### config.mk
export PLATFORM = sky130hd
export DESIGN_NAME = dram_arbiter
export DESIGN_NICKNAME = d
export VERILOG_FILES = /design/src/rtl/dram_arbiter_pkg.sv /design/src/rtl/dram_arbiter_timeout_counter.sv /design/src/rtl/dram_arbiter.sv
export SDC_FILE = /design/constraint.sdc
export NUM_CORES = 1
export LEC_CHECK = 0
export CORE_ASPECT_RATIO = 0.7
export CORE_MARGIN = 5
export CORE_UTILIZATION = 38
export CTS_CLUSTER_DIAMETER = 150
export CTS_CLUSTER_SIZE = 12
export DETAILED_ROUTE_END_ITERATION = 10
export HOLD_SLACK_MARGIN = 0.1
export PLACE_DENSITY = 0.73
export SYNTH_ARGS = -nofsm -noshare
export SYNTH_HDL_FRONTEND = slang
export SYNTH_HIERARCHICAL = 1
export SYNTH_SLANG_ARGS = --single-unit
### constraint.sdc
create_clock -name clk -period 3.7 [get_ports clk]
set_clock_uncertainty 0.15 [all_clocks]
set_input_delay 0.74 -clock clk [delete_from_list [all_inputs] [get_ports clk]]
set_output_delay 0.74 -clock clk [all_outputs]
set_load 0.01 [all_outputs]
### src/rtl/dram_arbiter_pkg.sv
// Shared constants, state encoding and round-robin helper for the DRAM port arbiter.
package dram_arbiter_pkg;

  localparam int DRAM_ADDR_W = 24;
  localparam int DRAM_DATA_W = 32;
  localparam int TMO_CNT_W   = 16;

  typedef enum logic [1:0] {
    ARB_IDLE    = 2'd0,
    ARB_RD      = 2'd1,
    ARB_WR      = 2'd2,
    ARB_RELEASE = 2'd3
  } arb_state_e;

  // Contention goes to the port that did not hold the last grant.
  function automatic logic rr_pick(input logic req0, input logic req1, input logic last_owner);
    if (req0 && req1) return ~last_owner;
    return req1;
  endfunction

endpackage

### src/rtl/dram_arbiter_timeout_counter.sv
// Per-transaction watchdog: clearable up-counter with an equality compare against the limit.
module dram_arbiter_timeout_counter
  import dram_arbiter_pkg::*;
#(
  parameter int W = TMO_CNT_W
) (
  input  logic         clk,
  input  logic         rst_n,
  input  logic         clr_i,
  input  logic         en_i,
  input  logic [W-1:0] limit_i,
  output logic         expired_o
);

  logic [W-1:0] cnt_q, cnt_d;

  always_comb begin
    cnt_d = cnt_q;
    if (clr_i)     cnt_d = '0;
    else if (en_i) cnt_d = cnt_q + W'(1);
  end

  always_ff @(posedge clk or negedge rst_n) begin
    if (!rst_n) cnt_q <= '0;
    else        cnt_q <= cnt_d;
  end

  assign expired_o = (cnt_q == limit_i);

endmodule

### src/rtl/dram_arbiter.sv
// Two-port round-robin arbiter in front of the single DRAM request/response port.
//   state       | meaning
//   ARB_IDLE    | no grant; arbitrate requesting ports
//   ARB_RD      | read outstanding, waiting for dram_data_valid or watchdog
//   ARB_WR      | write outstanding, waiting for dram_write_complete or watchdog
//   ARB_RELEASE | one dead cycle so the finished requester can drop its request
module dram_arbiter
  import dram_arbiter_pkg::*;
#(
  parameter int ADDR_W   = DRAM_ADDR_W,
  parameter int DATA_W   = DRAM_DATA_W,
  parameter int TIMEOUT  = 1024,
  parameter int P0_FIRST = 1
) (
  input  logic              clk,
  input  logic              rst_n,
  input  logic [ADDR_W-1:0] m0_addr,
  input  logic [DATA_W-1:0] m0_wdata,
  input  logic              m0_req_read,
  input  logic              m0_req_write,
  output logic [DATA_W-1:0] m0_rdata,
  output logic              m0_data_valid,
  output logic              m0_write_complete,
  output logic              m0_error,
  input  logic [ADDR_W-1:0] m1_addr,
  input  logic [DATA_W-1:0] m1_wdata,
  input  logic              m1_req_read,
  input  logic              m1_req_write,
  output logic [DATA_W-1:0] m1_rdata,
  output logic              m1_data_valid,
  output logic              m1_write_complete,
  output logic              m1_error,
  output logic [ADDR_W-1:0] dram_addr,
  output logic [DATA_W-1:0] dram_data_out,
  output logic              dram_req_read,
  output logic              dram_req_write,
  input  logic [DATA_W-1:0] dram_data_in,
  input  logic              dram_data_valid,
  input  logic              dram_write_complete,
  output logic              owner,
  output logic              busy,
  output logic              timeout_seen
);

  localparam logic [TMO_CNT_W-1:0] TMO_LIMIT = TMO_CNT_W'(TIMEOUT - 1);
  // Owner resets to port 1 so that port 0 wins the first contention when P0_FIRST is set.
  localparam logic OWNER_RST = (P0_FIRST != 0);

  arb_state_e              state_q, state_d;
  logic                    owner_q, owner_d;
  logic                    busy_q, busy_d;
  logic [ADDR_W-1:0]       addr_q, addr_d;
  logic [DATA_W-1:0]       wdata_q, wdata_d;
  logic                    req_rd_q, req_rd_d;
  logic                    req_wr_q, req_wr_d;
  logic [1:0][DATA_W-1:0]  rdata_q, rdata_d;
  logic [1:0]              dv_q, dv_d;
  logic [1:0]              wc_q, wc_d;
  logic [1:0]              err_q, err_d;
  logic                    tseen_q, tseen_d;

  logic req0, req1, win, win_wr, grant, cnt_en, expired;

  assign req0   = m0_req_read | m0_req_write;
  assign req1   = m1_req_read | m1_req_write;
  assign win    = rr_pick(req0, req1, owner_q);
  assign win_wr = win ? m1_req_write : m0_req_write;
  assign grant  = (state_q == ARB_IDLE) && (req0 || req1);
  assign cnt_en = (state_q == ARB_RD) || (state_q == ARB_WR);

  dram_arbiter_timeout_counter #(.W(TMO_CNT_W)) u_tmo (
    .clk       (clk),
    .rst_n     (rst_n),
    .clr_i     (grant),
    .en_i      (cnt_en),
    .limit_i   (TMO_LIMIT),
    .expired_o (expired)
  );

  always_comb begin
    state_d  = state_q;
    owner_d  = owner_q;
    busy_d   = busy_q;
    addr_d   = addr_q;
    wdata_d  = wdata_q;
    req_rd_d = req_rd_q;
    req_wr_d = req_wr_q;
    rdata_d  = rdata_q;
    dv_d     = '0;
    wc_d     = '0;
    err_d    = '0;
    tseen_d  = tseen_q;

    case (state_q)
      ARB_IDLE: begin
        if (grant) begin
          owner_d = win;
          busy_d  = 1'b1;
          addr_d  = win ? m1_addr : m0_addr;
          wdata_d = win ? m1_wdata : m0_wdata;
          if (win_wr) begin
            state_d  = ARB_WR;
            req_wr_d = 1'b1;
          end else begin
            state_d  = ARB_RD;
            req_rd_d = 1'b1;
          end
        end
      end
      ARB_RD: begin
        // A response on the expiry cycle still completes normally.
        if (dram_data_valid) begin
          rdata_d[owner_q] = dram_data_in;
          dv_d[owner_q]    = 1'b1;
          req_rd_d         = 1'b0;
          state_d          = ARB_RELEASE;
        end else if (expired) begin
          err_d[owner_q] = 1'b1;
          tseen_d        = 1'b1;
          req_rd_d       = 1'b0;
          state_d        = ARB_RELEASE;
        end
      end
      ARB_WR: begin
        if (dram_write_complete) begin
          wc_d[owner_q] = 1'b1;
          req_wr_d      = 1'b0;
          state_d       = ARB_RELEASE;
        end else if (expired) begin
          err_d[owner_q] = 1'b1;
          tseen_d        = 1'b1;
          req_wr_d       = 1'b0;
          state_d        = ARB_RELEASE;
        end
      end
      ARB_RELEASE: begin
        busy_d  = 1'b0;
        state_d = ARB_IDLE;
      end
      default: state_d = ARB_IDLE;
    endcase
  end

  always_ff @(posedge clk or negedge rst_n) begin
    if (!rst_n) begin
      state_q  <= ARB_IDLE;
      owner_q  <= OWNER_RST;
      busy_q   <= 1'b0;
      addr_q   <= '0;
      wdata_q  <= '0;
      req_rd_q <= 1'b0;
      req_wr_q <= 1'b0;
      rdata_q  <= '0;
      dv_q     <= '0;
      wc_q     <= '0;
      err_q    <= '0;
      tseen_q  <= 1'b0;
    end else begin
      state_q  <= state_d;
      owner_q  <= owner_d;
      busy_q   <= busy_d;
      addr_q   <= addr_d;
      wdata_q  <= wdata_d;
      req_rd_q <= req_rd_d;
      req_wr_q <= req_wr_d;
      rdata_q  <= rdata_d;
      dv_q     <= dv_d;
      wc_q     <= wc_d;
      err_q    <= err_d;
      tseen_q  <= tseen_d;
    end
  end

  assign dram_addr         = addr_q;
  assign dram_data_out     = wdata_q;
  assign dram_req_read     = req_rd_q;
  assign dram_req_write    = req_wr_q;
  assign m0_rdata          = rdata_q[0];
  assign m1_rdata          = rdata_q[1];
  assign m0_data_valid     = dv_q[0];
  assign m1_data_valid     = dv_q[1];
  assign m0_write_complete = wc_q[0];
  assign m1_write_complete = wc_q[1];
  assign m0_error          = err_q[0];
  assign m1_error          = err_q[1];
  assign owner             = owner_q;
  assign busy              = busy_q;
  assign timeout_seen      = tseen_q;

endmodule

* After elaboration in Yosys (flattened, before gate mapping) *
Cells that the tools add are included.

operators by class
  order comparisons = 2
  mux-type cells = 42
  equal/unequal tests = 11
  bitwise logic cells = 3
  $add $sub $neg = 1
  reduce and logical (&&, ||, !) cells = 17

operators with widths
  cell                     count
  $bwmux W64               1
  $mux W32                 2
  $demux W32 S1            1
  $mux W16                 2
  $mux W2                  12
  $mux W24                 1
  $add A16 B1 Y16 const B  1
  $eq A16 B10 Y1 const B   1
  $mux W1                  16
  $ne A2 B2 Y1 const B     5
  $reduce_bool A2 Y1       5
  $pmux W1 S2              4
  $pmux W2 S4              1
  $reduce_and A4 Y1        2
  $ne A3 B3 Y1 const B     2
  $reduce_and A2 Y1        3
  $eq A2 B2 Y1 const B     2
  $pmux W2 S2              1
  $logic_and A1 B1 Y1      3
  $reduce_and A3 Y1        1
  $eq A2 B1 Y1 const B     1
  $logic_not A2 Y1         1
  $logic_or A1 B1 Y1       2
  $lt A1 B2 Y1 const B     1
  other kinds (4)          5

word-level totals
  bits of input ports = 152
  output and inout port bits = 131
  word-level logic and storage cells = 90
  register bits = 149

* Longest topological paths before layout *
  depth after elaboration = 8
  gate-level depth with buffers = 10
  mapped depth without buffers = 8

* Hierarchy *
Netlist, hierarchy kept.

by module, submodules not included
  module                        cells each  instances  sequential area each (um2)  area each (um2)
  dram_arbiter                  525         1          3329.4                      5695.5
  dram_arbiter_timeout_counter  104         1          400.4                       1044.8

* Worst setup path before layout *
OpenSTA, ideal clock, no wires.

  path kind = input to register
  start point = in m1_req_write
  end point = reg u_tmo.cnt_q[15]
  data arrival time = 2288 ps
  buffers on the path = 2
  data required time = 3425 ps
  library setup time = 125 ps
  cell stages on the path = 9
  setup slack = 1137 ps
  path through = nor4_2 nand2b_1 buf_4 buf_6 inv_1 o21ai_1 nor4_4 nand3_2 mux2_4

on the way
  word-level cells in the longest chain between the ends = 4
  elaborated cells on any way between the ends = 5
  classes of those cells = mux (1); bitwise (1); reduce/logical (3)

ends and longest elaborated chain
  item                                            RTL line                            RTL
  start: declaration                              dram_arbiter.sv:28                  input logic m1_req_write,
  $or A1 B1 Y1 *                                  dram_arbiter.sv:65                  assign req1 = m1_req_read | m1_req_write;
  $logic_or A1 B1 Y1 *                            dram_arbiter.sv:68                  assign grant = (state_q == ARB_IDLE) && (req0 || req1);
  $logic_and A1 B1 Y1 *                           dram_arbiter.sv:68
  via grant                                       dram_arbiter.sv:62                  logic req0, req1, win, win_wr, grant, cnt_en, expired;
  $mux W16 or $reduce_bool A2 Y1 (tied branches)  n/a
  end signal: assignment                          dram_arbiter_timeout_counter.sv:25  else cnt_q <= cnt_d;
  end: declaration                                dram_arbiter_timeout_counter.sv:15  logic [W-1:0] cnt_q, cnt_d;

The timed path passes the listed nets; every way through them passes the cells marked *.
A chain may end at the register's enable or synchronous reset.

* Worst setup path after layout *
  start point = in m1_req_write
  end point = reg addr_q[10], in the netlist dram_addr[10]

on the way
  word-level cells in the longest chain between the ends = 5
  elaborated cells on any way between the ends = 8
  classes of those cells = mux (3); bitwise (1); reduce/logical (4)

ends and longest elaborated chain
  item                    RTL line                RTL
  $or A1 B1 Y1 *          dram_arbiter.sv:65
  $logic_and A1 B1 Y1     dram_arbiter_pkg.sv:17  if (req0 && req1) return ~last_owner;
  $mux W1                 dram_arbiter_pkg.sv:17
  $mux W1                 dram_arbiter_pkg.sv:18  return req1;
  $mux W24                dram_arbiter.sv:99      addr_d = win ? m1_addr : m0_addr;
  end signal: assignment  dram_arbiter.sv:162     addr_q <= addr_d;
  end: declaration        dram_arbiter.sv:52      logic [ADDR_W-1:0] addr_q, addr_d;

Mark *: on every way between the ends. The rest lies on a longest branch, timed or not.

==> reports/results.txt <==
Routed WL per cell -> 16.9 um
Final setup fails -> 0
Max Cap Viol -> 0
First-pass GRT wire length -> 30800 um
Critical path class -> in2reg
Clk pin slew, worst setup/hold paths -> 0.06 ns
Top-level I/O count -> 283
Core area -> 17300 um2
TritonCTS clock tree -> built
Buffer count from post-CTS setup fixing -> 0
Tcrit/Tclk final -> 75.9%
Die footprint -> 20500 um2
CP startpoint kind -> input pin
Worst VDD drop -> 0.356 mV
CP Max Fanout -> 114
Netlist Area Pre-Place -> 6740 um2
Timing startpoint of the critical path -> m1_req_write
Asr flop ratio synth -> 100%
Sequential area share after synthesis -> 55.3%
Pwr Density -> 774 nW/um2
Initial antenna violation count -> 0
Worst Max-Slew Pin Slew -> 1.08 ns
Outcome -> completed
Drt pass-1 iters -> 4
# nets final -> 1076
Post-synth EDFFs -> 0
Yosys cell types -> 48
Post-Layout Inst Area -> 10400 um2
CP endpoint kind -> flop
Starting density of the core -> 39.0%
Die Ht -> 121 um
RSZ-0062 raised after global routing -> false
Hpwl dp -> 14900 um
Most frequent cell after synthesis -> nand2_1
Final critical-path required period -> 2.81 ns
Final slew viol count -> 0
Final Hold Fails -> 0
Iter 0 DRT Violations -> 353
H-tree lvl count -> 4
Vias in the first global route -> 5541
Gp weighted congestion -> 0.799
Synth-to-layout area growth -> 54.1%
Setup TNS -> 0 ns
GRT Overall Usage -> 19.2%
Clock Tree Root -> clkbuf_16
TritonCTS Buffers -> 17
Routed wire length -> 19700 um
Area after DPL -> 9790 um2
Synth Flop Type -> dfrtp_1
Top-area cell type share of the netlist area -> 54.9%
Share of cells above drive strength 1 -> 9.67%
Worst Path Required -> 3.79 ns
Diodes inserted -> 0
Worst hold path class -> in2async
Port buffer count -> 282
FF+latch count, synth -> 149
Cells after synthesis -> 629
Residual DRC count -> 0
Leakage power -> 4.69 nW
CP arrival -> 2.90 ns
Total grt overflow -> 0
Max Root-Sink Buffers -> 2
Avg Cell Area, Syn -> 10.7 um2
Crit Reg-Reg Startpoint -> u_tmo/cnt_q[6]$_DFFE_PN0P_
Post-synth top area cell -> dfrtp_1
Fmax -> 356 MHz
Largest net degree at the start of global routing -> 115
Hold buffers post-CTS -> 0
Vias per cell -> 4.70
Floorplan row count -> 40
ANT nets after route -> 0
Slew margin rel. -> 28.1%
Synth top area cells -> dfrtp_1 55%, nand2_1 9.1%, mux2i_1 8.5%, mux2_2 5.3%, o21ai_0 3.9%
Commonest cells post-synth -> 163 x nand2_1, 148 x dfrtp_1, 57 x mux2i_1, 52 x o21ai_0, 32 x mux2_2
Via count -> 5466
Post-CTS Resized -> 0
Die Width -> 169 um
Worst-Skew Late Latency -> 0.41 ns
# clock sinks -> 149
Synth warn -> 6
==> report_power, final <==
group	internal [W]	switching [W]	total (W)	leakage, nW
Combinational	0.00191	0.00165	0.00356	2.53
Clock	0.00104	0.000698	0.00174	0.294
Sequential	0.00234	0.000408	0.00275	1.87
Total	0.00529	0.00276	0.00805	4.69
==> cell families (layout without fill, tap and decap cells) <==
| logic type | Yosys count | in the layout | synth area share (%) |
|---|---|---|---|
| AO/OA/AOI/OAI | 87 | 87 | 7.28 |
| XOR/XNOR | 26 | 26 | 3.38 |
| adder cells (fa/ha/maj) | 6 | 6 | 1.11 |
| buffers and inverters | 44 | 332 | 3.79 |
| flip-flops | 149 | 149 | 55.3 |
| multiplexers | 91 | 91 | 14.3 |
| other | 2 | 16 | 0.111 |
| AND/OR/NAND/NOR | 224 | 224 | 14.7 |
==> through the flow <==
| stage | hold slack (ns) | cells | setup slack [ns] | power (W) | util [%] |
|---|---|---|---|---|---|
| 3_5_place_dp | 0.312 | 1130 | 0.449 | 0.00638 | 56.7 |
| 4_1_cts | 0.216 | 1162 | 0.929 | 0.00816 | 60.2 |
| 3_3_place_gp | 0.307 | 1130 | 0.565 | 0.00630 | 56.7 |
| 5_1_grt | 0.237 | 1162 | 0.706 | 0.00861 | 60.2 |
| 2_1_floorplan | 0.294 | 643 | 1.14 | 0.00449 | - |
| 6_report | 0.185 | 1162 | 0.893 | 0.00805 | 60.2 |
==> cell type report <==
cell class / count / area (um2)
fill: 1485 / 6880
clock inverter: 13 / 148
timing repair buffer: 290 / 2910
tap: 231 / 289
clock buffer: 19 / 453
sequential: 149 / 3730
multi-input combinational: 450 / 2820
inverter: 10 / 37.5
==> cells in the final DEF (no fill, tap or decap), types with 7 or more instances in the layout <==
cell type / instances
clkbuf_16: 17
clkdlybuf4s50_1: 281
conb_1: 16
dfrtp_1: 148
inv_1: 10
mux2_2: 32
mux2i_1: 57
nand2_1: 163
nand3_1: 7
nor2_1: 24
o21ai_0: 52
o21ai_1: 15
xnor2_1: 22
==> state kept, by name (all words and copies together), names as in the netlist <==
signal and cells:
dram_data_out 32, m0_rdata 32, m1_rdata 32, dram_addr 24, u_tmo/cnt_q 16, dv_q 2, err_q 2, state_q 2
wc_q 2, busy 1, dram_req_read 1, dram_req_write 1, owner 1, timeout_seen 1
==> path summary, 6_finish.rpt <==
| kind | cells after the start | slack (ns) | end |
|---|---|---|---|
| hold / removal | 1 | 0.18 | timeout_seen$_DFFE_PN0P_ |
| max in group asynchronous | 2 | 2.40 | dram_data_out[9]$_DFFE_PN0P_ |
| setup reg to reg | 7 | 1.11 | state_q[0]$_DFFE_PN0N_ |
| setup / recovery | 5 | 0.89 | dram_addr[10]$_DFFE_PN0P_ |
| hold reg to reg | 2 | 0.32 | m0_rdata[27]$_DFFE_PN0P_ |
| min in group clk | 2 | 0.32 | m0_rdata[27]$_DFFE_PN0P_ |
==> layer usage <==
layer	track usage, %	routed length [um]	vias up
met3	7.36	1570	24
li1	-	-	2683
met4	5.58	311	0
met5	0	0	-
met2	31.1	9270	174
met1	24.2	8520	2585
==> critical path: stages <==
cell,delay (ns)
clkdlybuf4s50_1,0.52
nor4_2,0.41
nand2b_4,0.20
buf_4,0.71
o21ai_0,0.24
Power figures use the tool's default switching activity.
